File: src/rtl/riscv_zero_imem_loader.sv
// Boot/reload sequencer for the instruction RAM: streams host words into RAM while the
// core is held in reset, then releases the core and hands the RAM address to fetch.
module riscv_zero_imem_loader #(
    parameter int          DEPTH_WORDS = 256,
    parameter logic [31:0] BASE_ADDR   = 32'h0,
    parameter int          CNT_W       = $clog2(DEPTH_WORDS) + 1
) (
    input  logic             clk,
    input  logic             reset,
    input  logic             ld_start,
    input  logic             run_req,
    input  logic             ld_valid,
    input  logic [31:0]      ld_data,
    input  logic             ld_last,
    output logic             ld_ready,
    input  logic [31:0]      fetch_pc,
    output logic             mem_write_enable,
    output logic [31:0]      mem_address,
    output logic [31:0]      mem_data_in,
    output logic             core_reset,
    output logic [CNT_W-1:0] load_count,
    output logic             load_full
);

    localparam logic [1:0] ST_IDLE   = 2'd0;
    localparam logic [1:0] ST_LOAD   = 2'd1;
    localparam logic [1:0] ST_SETTLE = 2'd2;
    localparam logic [1:0] ST_RUN    = 2'd3;

    localparam logic [CNT_W-1:0] DEPTH_CNT = CNT_W'(DEPTH_WORDS);
    localparam logic [CNT_W-1:0] LAST_IDX  = CNT_W'(DEPTH_WORDS - 1);

    logic [1:0]       state_reg, state_next;
    logic [CNT_W-1:0] count_reg, count_next;
    logic             full_reg, full_next;
    logic             we_reg, we_next;
    logic [31:0]      addr_reg, addr_next;
    logic [31:0]      wdata_reg, wdata_next;
    logic             accept;

    // A restart request masks ready so a word offered in the same cycle is dropped.
    assign ld_ready = (state_reg == ST_LOAD) && (count_reg < DEPTH_CNT) && !ld_start;
    assign accept   = ld_valid && ld_ready;

    always_comb begin
        state_next = state_reg;
        count_next = count_reg;
        full_next  = full_reg;
        we_next    = 1'b0;
        addr_next  = addr_reg;
        wdata_next = wdata_reg;
        case (state_reg)
            ST_IDLE: begin
                if (ld_start) begin
                    state_next = ST_LOAD;
                    count_next = '0;
                    full_next  = 1'b0;
                end else if (run_req) begin
                    state_next = ST_SETTLE;
                end
            end
            ST_LOAD: begin
                if (ld_start) begin
                    count_next = '0;
                    full_next  = 1'b0;
                end else if (accept) begin
                    we_next    = 1'b1;
                    addr_next  = BASE_ADDR + (32'(count_reg) << 2);
                    wdata_next = ld_data;
                    count_next = count_reg + 1'b1;
                    if (ld_last) begin
                        state_next = ST_SETTLE;
                    end else if (count_reg == LAST_IDX) begin
                        full_next  = 1'b1;
                        state_next = ST_SETTLE;
                    end
                end
            end
            ST_SETTLE: begin
                // The final registered write is presented to RAM during this cycle.
                addr_next  = BASE_ADDR;
                state_next = ST_RUN;
            end
            ST_RUN: begin
                if (ld_start) begin
                    state_next = ST_LOAD;
                    count_next = '0;
                    full_next  = 1'b0;
                end
            end
            default: state_next = ST_IDLE;
        endcase
    end

    always_ff @(posedge clk) begin
        if (reset) begin
            state_reg <= ST_IDLE;
            count_reg <= '0;
            full_reg  <= 1'b0;
            we_reg    <= 1'b0;
            addr_reg  <= BASE_ADDR;
            wdata_reg <= '0;
        end else begin
            state_reg <= state_next;
            count_reg <= count_next;
            full_reg  <= full_next;
            we_reg    <= we_next;
            addr_reg  <= addr_next;
            wdata_reg <= wdata_next;
        end
    end

    // Fetch owns the address in RUN with no extra latency.
    assign mem_address      = (state_reg == ST_RUN) ? fetch_pc : addr_reg;
    assign mem_write_enable = we_reg;
    assign mem_data_in      = wdata_reg;
    assign core_reset       = (state_reg != ST_RUN);
    assign load_count       = count_reg;
    assign load_full        = full_reg;

endmodule

File: config.mk
export PLATFORM = sky130hd
export DESIGN_NAME = riscv_zero_imem_loader
export DESIGN_NICKNAME = d
export VERILOG_FILES = /design/src/rtl/riscv_zero_imem_loader.sv
export SDC_FILE = /design/constraint.sdc
export NUM_CORES = 1
export LEC_CHECK = 0
export CAP_MARGIN = 20
export CORE_UTILIZATION = 29
export DETAILED_ROUTE_END_ITERATION = 7
export PLACE_DENSITY = 0.76
export SLEW_MARGIN = 20
export SYNTH_ARGS = -nofsm -noshare
export SYNTH_HDL_FRONTEND = slang
export SYNTH_SLANG_ARGS = --single-unit
File: constraint.sdc
create_clock -name clk -period 1.78 [get_ports clk]
set_input_delay 0.534 -clock clk [delete_from_list [all_inputs] [get_ports clk]]
set_output_delay 0.534 -clock clk [all_outputs]
set_load 0.1 [all_outputs]
==> results.ini, run 1 <==
[synthesis]
synth_common_cells=nand2_1 (72), dfxtp_1 (54), a21oi_1 (41), and2_1 (23), nor2_1 (17)
ys_seq_elements=54
yosys.area.top_type_share_pct=45.0
synth_area_per_cell_um2=8.03
async_flop_share_pct=0
synth_area_um2=2400
yosysWarnings=0
synth_top_cell_by_area=dfxtp_1
synth-edff-count=0
synth_fp_nets=375
yosysMostFrequentCell=nand2_1
netlist_instances=299
ys_types=31
ys_seq_area_share_pct=45.0
ys.flop_type=dfxtp_1
yosys-top-cells-area=dfxtp_1 (45%), nand2_1 (11%), a21oi_1 (8.6%)

[timing]
finalMaxSlewViolations=0
period_share_pct=113
hold_viol_final=0
worstMarginPinSlew_ns=0.276
slew_headroom_pct=81.1
fmax_ghz=0.496
fin_skew_ns=0.00397
final.min_clock_period_ns=2.02
setup_ws_ns=-0.238
grt_setup_unrepaired=true
finalSetupTns_ns=-7.18
finalSetupViolations=39

[setup_path]
cp-end-kind=output pin
crit_path_cell_trace=ha_4, buf_12, mux2_4, buf_12
critPathBufInv=2
cpPeakStageDelay_ns=0.37
crit_arrival_ns=1.48
cp_common_cell=buf_12
crit_slowest_cell=dfxtp_2
crit_family=flip-flops
worstPathRequired_ns=1.25
start_kind=flop
critPathKind=reg -> out
crit_fanout=6

[global_routing]
met3_usage_pct=6.34
grt_most_used_layer=met2
grt_max_degree=33
use_met2_pct=38.0
grt.overflow.total=0
grt_util_met1_pct=20.3
grt_pass1_vias=2727
antenna_found_initial=0
gr-usage-all-layers_pct=19.7
grt_pass1_wl_um=13500

[clock_tree]
insertion_delay_ns=0.30
cts.sinks=54
cts_tree=built
numCtsBuffers=5
clkTransAtPathRegs_ns=0.10
ctsHtreeMaxLevel=2
root_buffer=clkbuf_8
cts_buffer_depth=2

[layout]
fillers=558
regArea_um2=1110
antenna_cells=0
multi_input_area_um2=1460
syn_to_final_growth_pct=126
layout-drive-gt1-share_pct=39.7
final_cells=571
utilization_pct=69.2
largest_reg_flops=32
nNetsFinal=544

[placed_design]
dpl.cell_count=553
gp_congestion=0.851
portBuffers=146
hpwl_um=6350

[detailed_routing]
via_per_inst=4.73
wl_per_cell_um=14.9
antenna_left=0
drt_iter0_markers=94
vias=2702
drt-total-wl_um=8520
dr.pass1.iters=4
drcViolationCount=0

[floorplanning]
rows=32
die_x_um=93.0
ios=147
core_area_um2=7850
start_util_pct=30.6
die_area_um2=8640
die_y_um=93.0

[power]
vdd_drop_max_uv=414
p_leak_nw=2.08
intPower_w=0.00299
swShare_pct=42.1
p_seq_share_pct=27.2
pwr_density_cell_nw_per_um2=953
pwr-share-clk_pct=15.3
p_switching_w=0.00218
comb_power_share_pct=57.5

[hold_path]
hold_class=reg -> reg

[run]
cap_viol_max_count=0

[run_status]
violations=setup timing
status=complete, but fails checks

[metal layers]
layer | share of wire [%] | wire length [µm]
met5 | 0 | 0
met4 | 0.63 | 54
met3 | 8.7 | 744
met2 | 52 | 4460
met1 | 38 | 3270
[what timing repair did]
action | in CTS | in global routing
cloned | 2 | 1
buffers inserted | 6 | 1
resized for setup | 27 | 13
endpoints found under the hold margin | 0 | 0
hold buffers | 0 | 0
setup endpoints to repair | 39 | 81
pin swaps | 17 | 6
[logic make-up (layout without fill, tap and decap cells)]
| group | after synthesis | in the layout | synth area share, % |
|---|---|---|---|
| AND/OR/NAND/NOR | 133 | 133 | 25.6 |
| AO/OA/AOI/OAI | 67 | 68 | 16.6 |
| flip-flops | 54 | 54 | 45.0 |
| buffers and inverters | 28 | 197 | 4.64 |
| multiplexers | 10 | 10 | 4.64 |
| adder cells (fa/ha/maj) | 6 | 6 | 3.13 |
| XOR/XNOR | 1 | 1 | 0.365 |
[worst paths after layout]
kind,startpoint,to,slack (ns),cells past startpoint
worst max-delay path,state_reg[0],mem_address[2],-0.24,4
worst min-delay path,mem_data_in[13],mem_data_in[13],0.49,2
worst max register to register,state_reg[1],load_count[5],-0.12,8
worst min register to register,mem_data_in[13],mem_data_in[13],0.49,2
[power by group through the flow]
stage | clock (W) | combinational (W) | sequential, W
finish | 0.000792 | 0.00297 | 0.00141
global route | 0.000864 | 0.00311 | 0.00142
CTS | 0.000819 | 0.00290 | 0.00140
detailed placement | 0 | 0.00263 | 0.00143
global placement | 0 | 0.00260 | 0.00142
floorplan | 0 | 0.00106 | 0.00192
[worst min-delay path, cell delays in order (launching register included)]
cell     delay, ns
dfxtp_1       0.34
nand2_1       0.06
a21oi_1       0.05
[cells in the final DEF, fill, tap and decap left out, drive strengths merged, types with 2 or more instances in the layout]
cell type | Yosys | routed
a21oi | 41 | 41
a21o | 3 | 4
clkdlybuf4s50 | 0 | 66
clkbuf | 16 | 9
and2 | 23 | 23
dfxtp | 54 | 54
a22oi | 8 | 8
nand4 | 2 | 2
nand2b | 3 | 3
nand2 | 72 | 72
o21ai | 4 | 4
or4 | 5 | 5
buf | 3 | 111
ha | 6 | 6
o211ai | 2 | 2
nand3 | 5 | 5
nor2 | 17 | 17
o31ai | 4 | 4
and3 | 2 | 2
nor2b | 2 | 2
inv | 9 | 8
mux2 | 9 | 9
[final cells by class]
class,instances,area share [%]
flip-flops and latches,54,20.5
inverters,9,0.737
clock buffers,8,2.05
multi-input cells,218,26.8
repair buffers,180,47.5
well taps,102,2.35
[metrics by stage]
stage	cell area [µm²]	hold WS [ns]	setup WS (ns)	total power, W
after floorplan	2570	0.453	-0.0399	0.00298
after global placement	5050	0.476	-0.341	0.00402
after detailed placement	5050	0.483	-0.402	0.00405
after CTS	5340	0.497	-0.258	0.00512
after global routing	5430	0.514	-0.288	0.00539
final	5430	0.494	-0.238	0.00517
Note: power is estimated with default switching activity, not from simulation.
==> inputs of run 2 (changes only) <==
--- a/config.mk
+++ b/config.mk
@@ -7,8 +7,9 @@
 export LEC_CHECK = 0
 export CAP_MARGIN = 20
 export CORE_UTILIZATION = 29
+export CTS_CLUSTER_SIZE = 40
 export DETAILED_ROUTE_END_ITERATION = 7
-export PLACE_DENSITY = 0.76
+export PLACE_DENSITY = 0.73
 export SLEW_MARGIN = 20
 export SYNTH_ARGS = -nofsm -noshare
 export SYNTH_HDL_FRONTEND = slang
==> constraint.sdc (replaced) <==
create_clock -name clk -period 2.1 [get_ports clk]
set_input_delay 0.63 -clock clk [delete_from_list [all_inputs] [get_ports clk]]
set_output_delay 0.63 -clock clk [all_outputs]
set_load 0.1 [all_outputs]
==> results.ini, run 2 (synthesis gave the netlist of run 1 again) <==
[detailed_routing]
drcViolationCount=0
dr.pass1.iters=4
drt_iter0_markers=289
drt-total-wl_um=8280
wl_per_cell_um=14.7
antenna_left=0
vias=2698
via_per_inst=4.79

[layout]
antenna_cells=0
largest_reg_flops=32
utilization_pct=66.5
layout-drive-gt1-share_pct=35.6
syn_to_final_growth_pct=118
fin_area_um2=5220
nNetsFinal=536
final_common_cell=buf_12
final_cell_mix=buf_12 (78), nand2_1 (72), clkdlybuf4s50_1 (66), dfxtp_1 (44), a21oi_1 (40)

[setup_path]
critPathBufInv=2
crit_cells=4
rr_endpoint=load_count[2]
rr_worst_depth=8
r2r_slack_ns=0.02
crit_family=buffers and inverters
start_kind=flop
crit_path_cell_trace=ha_4, bufbuf_16, and2_2, buf_12
r2r_start=state_reg[1]
worstPathRequired_ns=1.47
cp-end-kind=output pin
critPathKind=reg -> out
cpPeakStageDelay_ns=0.37
crit_fanout=16
crit_slowest_cell=dfxtp_4
crit_arrival_ns=1.50

[power]
p_total_w=0.00436
pwr_density_cell_nw_per_um2=834
vdd_drop_max_uv=454
p_leak_nw=2.02

[timing]
period_share_pct=102
setup_ws_ns=-0.0316
fmax_ghz=0.469
slew_headroom_pct=79.4
finalSetupViolations=24
fin_skew_ns=0.00842
finalSetupTns_ns=-0.544
finalMaxSlewViolations=0
hold_viol_final=0
worstMarginPinSlew_ns=0.300
grt_setup_unrepaired=true
final.min_clock_period_ns=2.13

[floorplanning]
ios=147
start_util_pct=30.6
die_y_um=93.0
rows=32
die_x_um=93.0
core_area_um2=7850
die_area_um2=8640

[clock_tree]
cts.sinks=54
numCtsBuffers=5
cts_tree=built
insertion_delay_ns=0.31
clkTransAtPathRegs_ns=0.10
ctsHoldBuffers=0
root_buffer=clkbuf_8
ctsHtreeMaxLevel=2
cts_buffer_depth=2

[hold_path]
hold_class=reg -> reg
holdPathEnd=addr_reg[10]
min_path_cells=1
hp-start=addr_reg[10]

[placed_design]
dpl-instance-area_um2=4860
hpwl_um=6020
pre_cts_slack_ns=-0.180
gp_congestion=0.832
portBuffers=146

[run_status]
violations=setup timing
status=complete, but fails checks

[global_routing]
antenna_found_initial=0
gr-usage-all-layers_pct=19.0
grt_max_degree=34
grt_pass1_vias=2654
grt_pass1_wl_um=13200
grt.overflow.total=0

[run]
cap_viol_max_count=0

[run 2: changes by cell type in the layout (fill, tap and decap cells not counted), moves of 3 or more]
| cell | before | now |
|---|---|---|
| ha_1 | 1 | 4 |
| or4_4 | 3 | 0 |
| ha_4 | 5 | 2 |
| dfxtp_4 | 7 | 1 |
| or4_1 | 2 | 5 |
| and2_4 | 23 | 10 |
| buf_6 | 4 | 0 |
| a21oi_2 | 4 | 1 |
| dfxtp_2 | 4 | 9 |
| and2_2 | 0 | 13 |
| a21oi_1 | 37 | 40 |
[run 2: worst register-to-register path, cell delays in order, from the launching register on]
cell	delay, ns
dfxtp_4	0.37
buf_4	0.14
buf_4	0.13
ha_1	0.23
o21bai_1	0.19
a21o_2	0.25
buf_4	0.15
or4_1	0.48
nand2_1	0.09
[run 2: final cells by class]
type	count	area, µm²
clock buffers	6	82.6
clock inverters	2	60.1
fillers	594	2630
inverters	9	33.8
multi-input cells	217	1330
flip-flops and latches	54	1100
well taps	102	128
repair buffers	173	2490
[run 2: per-stage QoR]
step | instances | hold WS, ns
final | 563 | 0.492
after global routing | 563 | 0.508
after CTS | 558 | 0.494
after detailed placement | 543 | 0.482
after global placement | 543 | 0.476
after floorplan | 299 | 0.453
[run 2: repair_timing]
action,CTS,global route
gates resized for setup,26,5
gates cloned,2,0
setup endpoints to repair,33,33
pin swaps,1,1
buffers inserted,5,5
[run 2: metal layers]
layer	vias up	share of wire (%)	track usage, %
li1	1319	-	-
met3	12	10	6.50
met2	147	51	34.4
met5	-	0	0
met4	0	1.3	4.36
met1	1220	38	21.3
[run 2: how the worst max path moves through the flow]
stage | start | endpoint | slack [ns]
finish | state_reg[1] | mem_address[23] | -0.03
global route | state_reg[1] | mem_address[23] | -0.08
CTS | state_reg[1] | mem_address[18] | -0.04
detailed placement | ld_start | ld_ready | -0.18
global placement | ld_start | ld_ready | -0.18
floorplan | state_reg[1] | mem_address[4] | -0.05
[run 2: where the power goes]
group / total [W] / leakage [nW] / internal, W / switching, W
Clock: 0.000854 / 0.0714 / 0.000509 / 0.000346
Sequential: 0.00121 / 0.442 / 0.00111 / 0.0000994
Combinational: 0.00230 / 1.51 / 0.000947 / 0.00135
==> inputs of run 3 (changes only) <==
--- a/config.mk
+++ b/config.mk
@@ -6,6 +6,7 @@
 export NUM_CORES = 1
 export LEC_CHECK = 0
 export CAP_MARGIN = 20
+export CORE_MARGIN = 8
 export CORE_UTILIZATION = 29
 export CTS_CLUSTER_SIZE = 40
 export DETAILED_ROUTE_END_ITERATION = 7
==> results.ini, run 3 (synthesis gave the netlist of run 1 again) <==
[layout]
final_cell_mix=buf_12 (78), nand2_1 (72), clkdlybuf4s50_1 (66), dfxtp_1 (44), a21oi_1 (41)
final_common_cell=buf_12
antenna_cells=0
fin_area_um2=5120
nNetsFinal=527
utilization_pct=63.0
layout-drive-gt1-share_pct=33.9
largest_reg_flops=32
syn_to_final_growth_pct=114
fillers=618

[placed_design]
gp_congestion=0.828
portBuffers=146
dpl-instance-area_um2=4850
hpwl_um=6790

[clock_tree]
root_buffer=clkbuf_8
cts_buffer_depth=2
clkTransAtPathRegs_ns=0.09
cts.sinks=54
numCtsBuffers=5
insertion_delay_ns=0.30
cts_tree=built
ctsHtreeMaxLevel=2

[detailed_routing]
topRoutingLayerUsed=met4
drt_iter0_markers=153
dr.pass1.iters=4
wl_per_cell_um=15.4
via_per_inst=4.72
wl_met2_um=4220
antenna_left=0
drcViolationCount=0
vias=2626
route.met3.wl_um=884
drt-total-wl_um=8550
wl_met1_um=3380

[power]
p_switching_w=0.00174
vdd_drop_max_uv=435
comb_power_share_pct=53.1
pwr-share-clk_pct=17.4
pwr_density_cell_nw_per_um2=801
swShare_pct=42.3
p_leak_nw=1.95
intPower_w=0.00237
p_seq_share_pct=29.5

[run_status]
status=complete, but fails checks
violations=setup timing

[global_routing]
grt.overflow.total=0
gr-usage-all-layers_pct=14.7
grt_max_degree=33
grt_pass1_wl_um=13700
antenna_found_initial=0
grt_pass1_vias=2690

[setup_path]
r2r_start=state_reg[0]
critPathBufInv=2
critPathKind=reg -> out
cp-end-kind=output pin
crit_path_cell_trace=ha_4, bufbuf_16, and2_2, buf_12
crit_arrival_ns=1.50
worstPathRequired_ns=1.47
crit_slowest_cell=dfxtp_4
cp-startpoint=state_reg[1]
crit_fanout=17
start_kind=flop
cpPeakStageDelay_ns=0.37
crit_family=buffers and inverters

[floorplanning]
ios=147
die_area_um2=11400
rows=33
die_x_um=107
core_area_um2=8130
start_util_pct=29.5
die_y_um=107

[timing]
worstMarginPinSlew_ns=0.461
fmax_ghz=0.470
fin_skew_ns=0.00466
period_share_pct=101
slew_headroom_pct=69.1
finalSetupViolations=21
grt_setup_unrepaired=true
final.min_clock_period_ns=2.13
finalMaxSlewViolations=0
setup_ws_ns=-0.0267
hold_viol_final=0

[hold_path]
hold_class=reg -> reg
hp-start=mem_data_in[18]

[run]
cap_viol_max_count=0

[run 3: cell count changes in the layout (fill, tap and decap cells not counted), sizes merged]
cell and change:
buf -9, bufinv -1
[run 3: repair_timing]
action                                 4_1_cts  5_1_grt
pin swaps                                    1        1
gates resized for setup                     23        5
endpoints found under the hold margin        0        0
hold buffers                                 0        0
setup endpoints to repair                   25       32
buffers inserted                             3        0
gates cloned                                 2        0
[run 3: final timing paths]
check	depth (start not counted)	endpoint	slack, ns
min reg2reg	2	mem_data_in[18]	0.49
max	4	mem_address[15]	-0.03
max reg2reg	7	load_count[5]	0.12
min	2	mem_data_in[18]	0.49
[run 3: worst register-to-register path: cells and delay by family, from the launching register on]
family	cells	cell delay [ns]
compound gates	3	0.53
simple gates	1	0.48
flops	1	0.37
fa+ha+maj	1	0.36
buf+inv	2	0.18
[run 3: cell type report]
cell class / instances / area, µm² / share of cell area, %
Clock buffer: 6 / 82.6 / 1.61
Clock inverter: 1 / 30.0 / 0.586
Inverter: 9 / 33.8 / 0.659
Multi-Input combinational cell: 217 / 1330 / 25.9
Sequential cell: 54 / 1100 / 21.5
Tap cell: 105 / 131 / 2.56
Timing Repair Buffer: 164 / 2420 / 47.2
[run 3: metrics by stage]
stage               setup WS [ns]  cells  hold slack, ns  TNS, ns  power (W)
CTS                       -0.0437    556           0.497   -0.799    0.00412
floorplan                 -0.0478    299           0.453   -0.287    0.00247
detailed placement         -0.169    544           0.483    -2.58    0.00329
global route              -0.0777    556           0.510    -1.57    0.00428
finish                    -0.0267    556           0.494   -0.399    0.00411
global placement           -0.167    544           0.479    -1.58    0.00326
[run 3: power by group through the flow]
stage	clock network [W]	logic, W	registers, W
6_report	0.000713	0.00218	0.00121
5_1_grt	0.000780	0.00228	0.00122
4_1_cts	0.000736	0.00217	0.00121
3_5_place_dp	0	0.00207	0.00123
3_3_place_gp	0	0.00204	0.00122
2_1_floorplan	0	0.000844	0.00163
[run 3: routing by layer]
layer / vias up / global-route usage [%]
met4: 0 / 3.02
met3: 7 / 6.66
met2: 102 / 25.8
li1: 1305 / -
met1: 1212 / 15.8
met5: - / 0
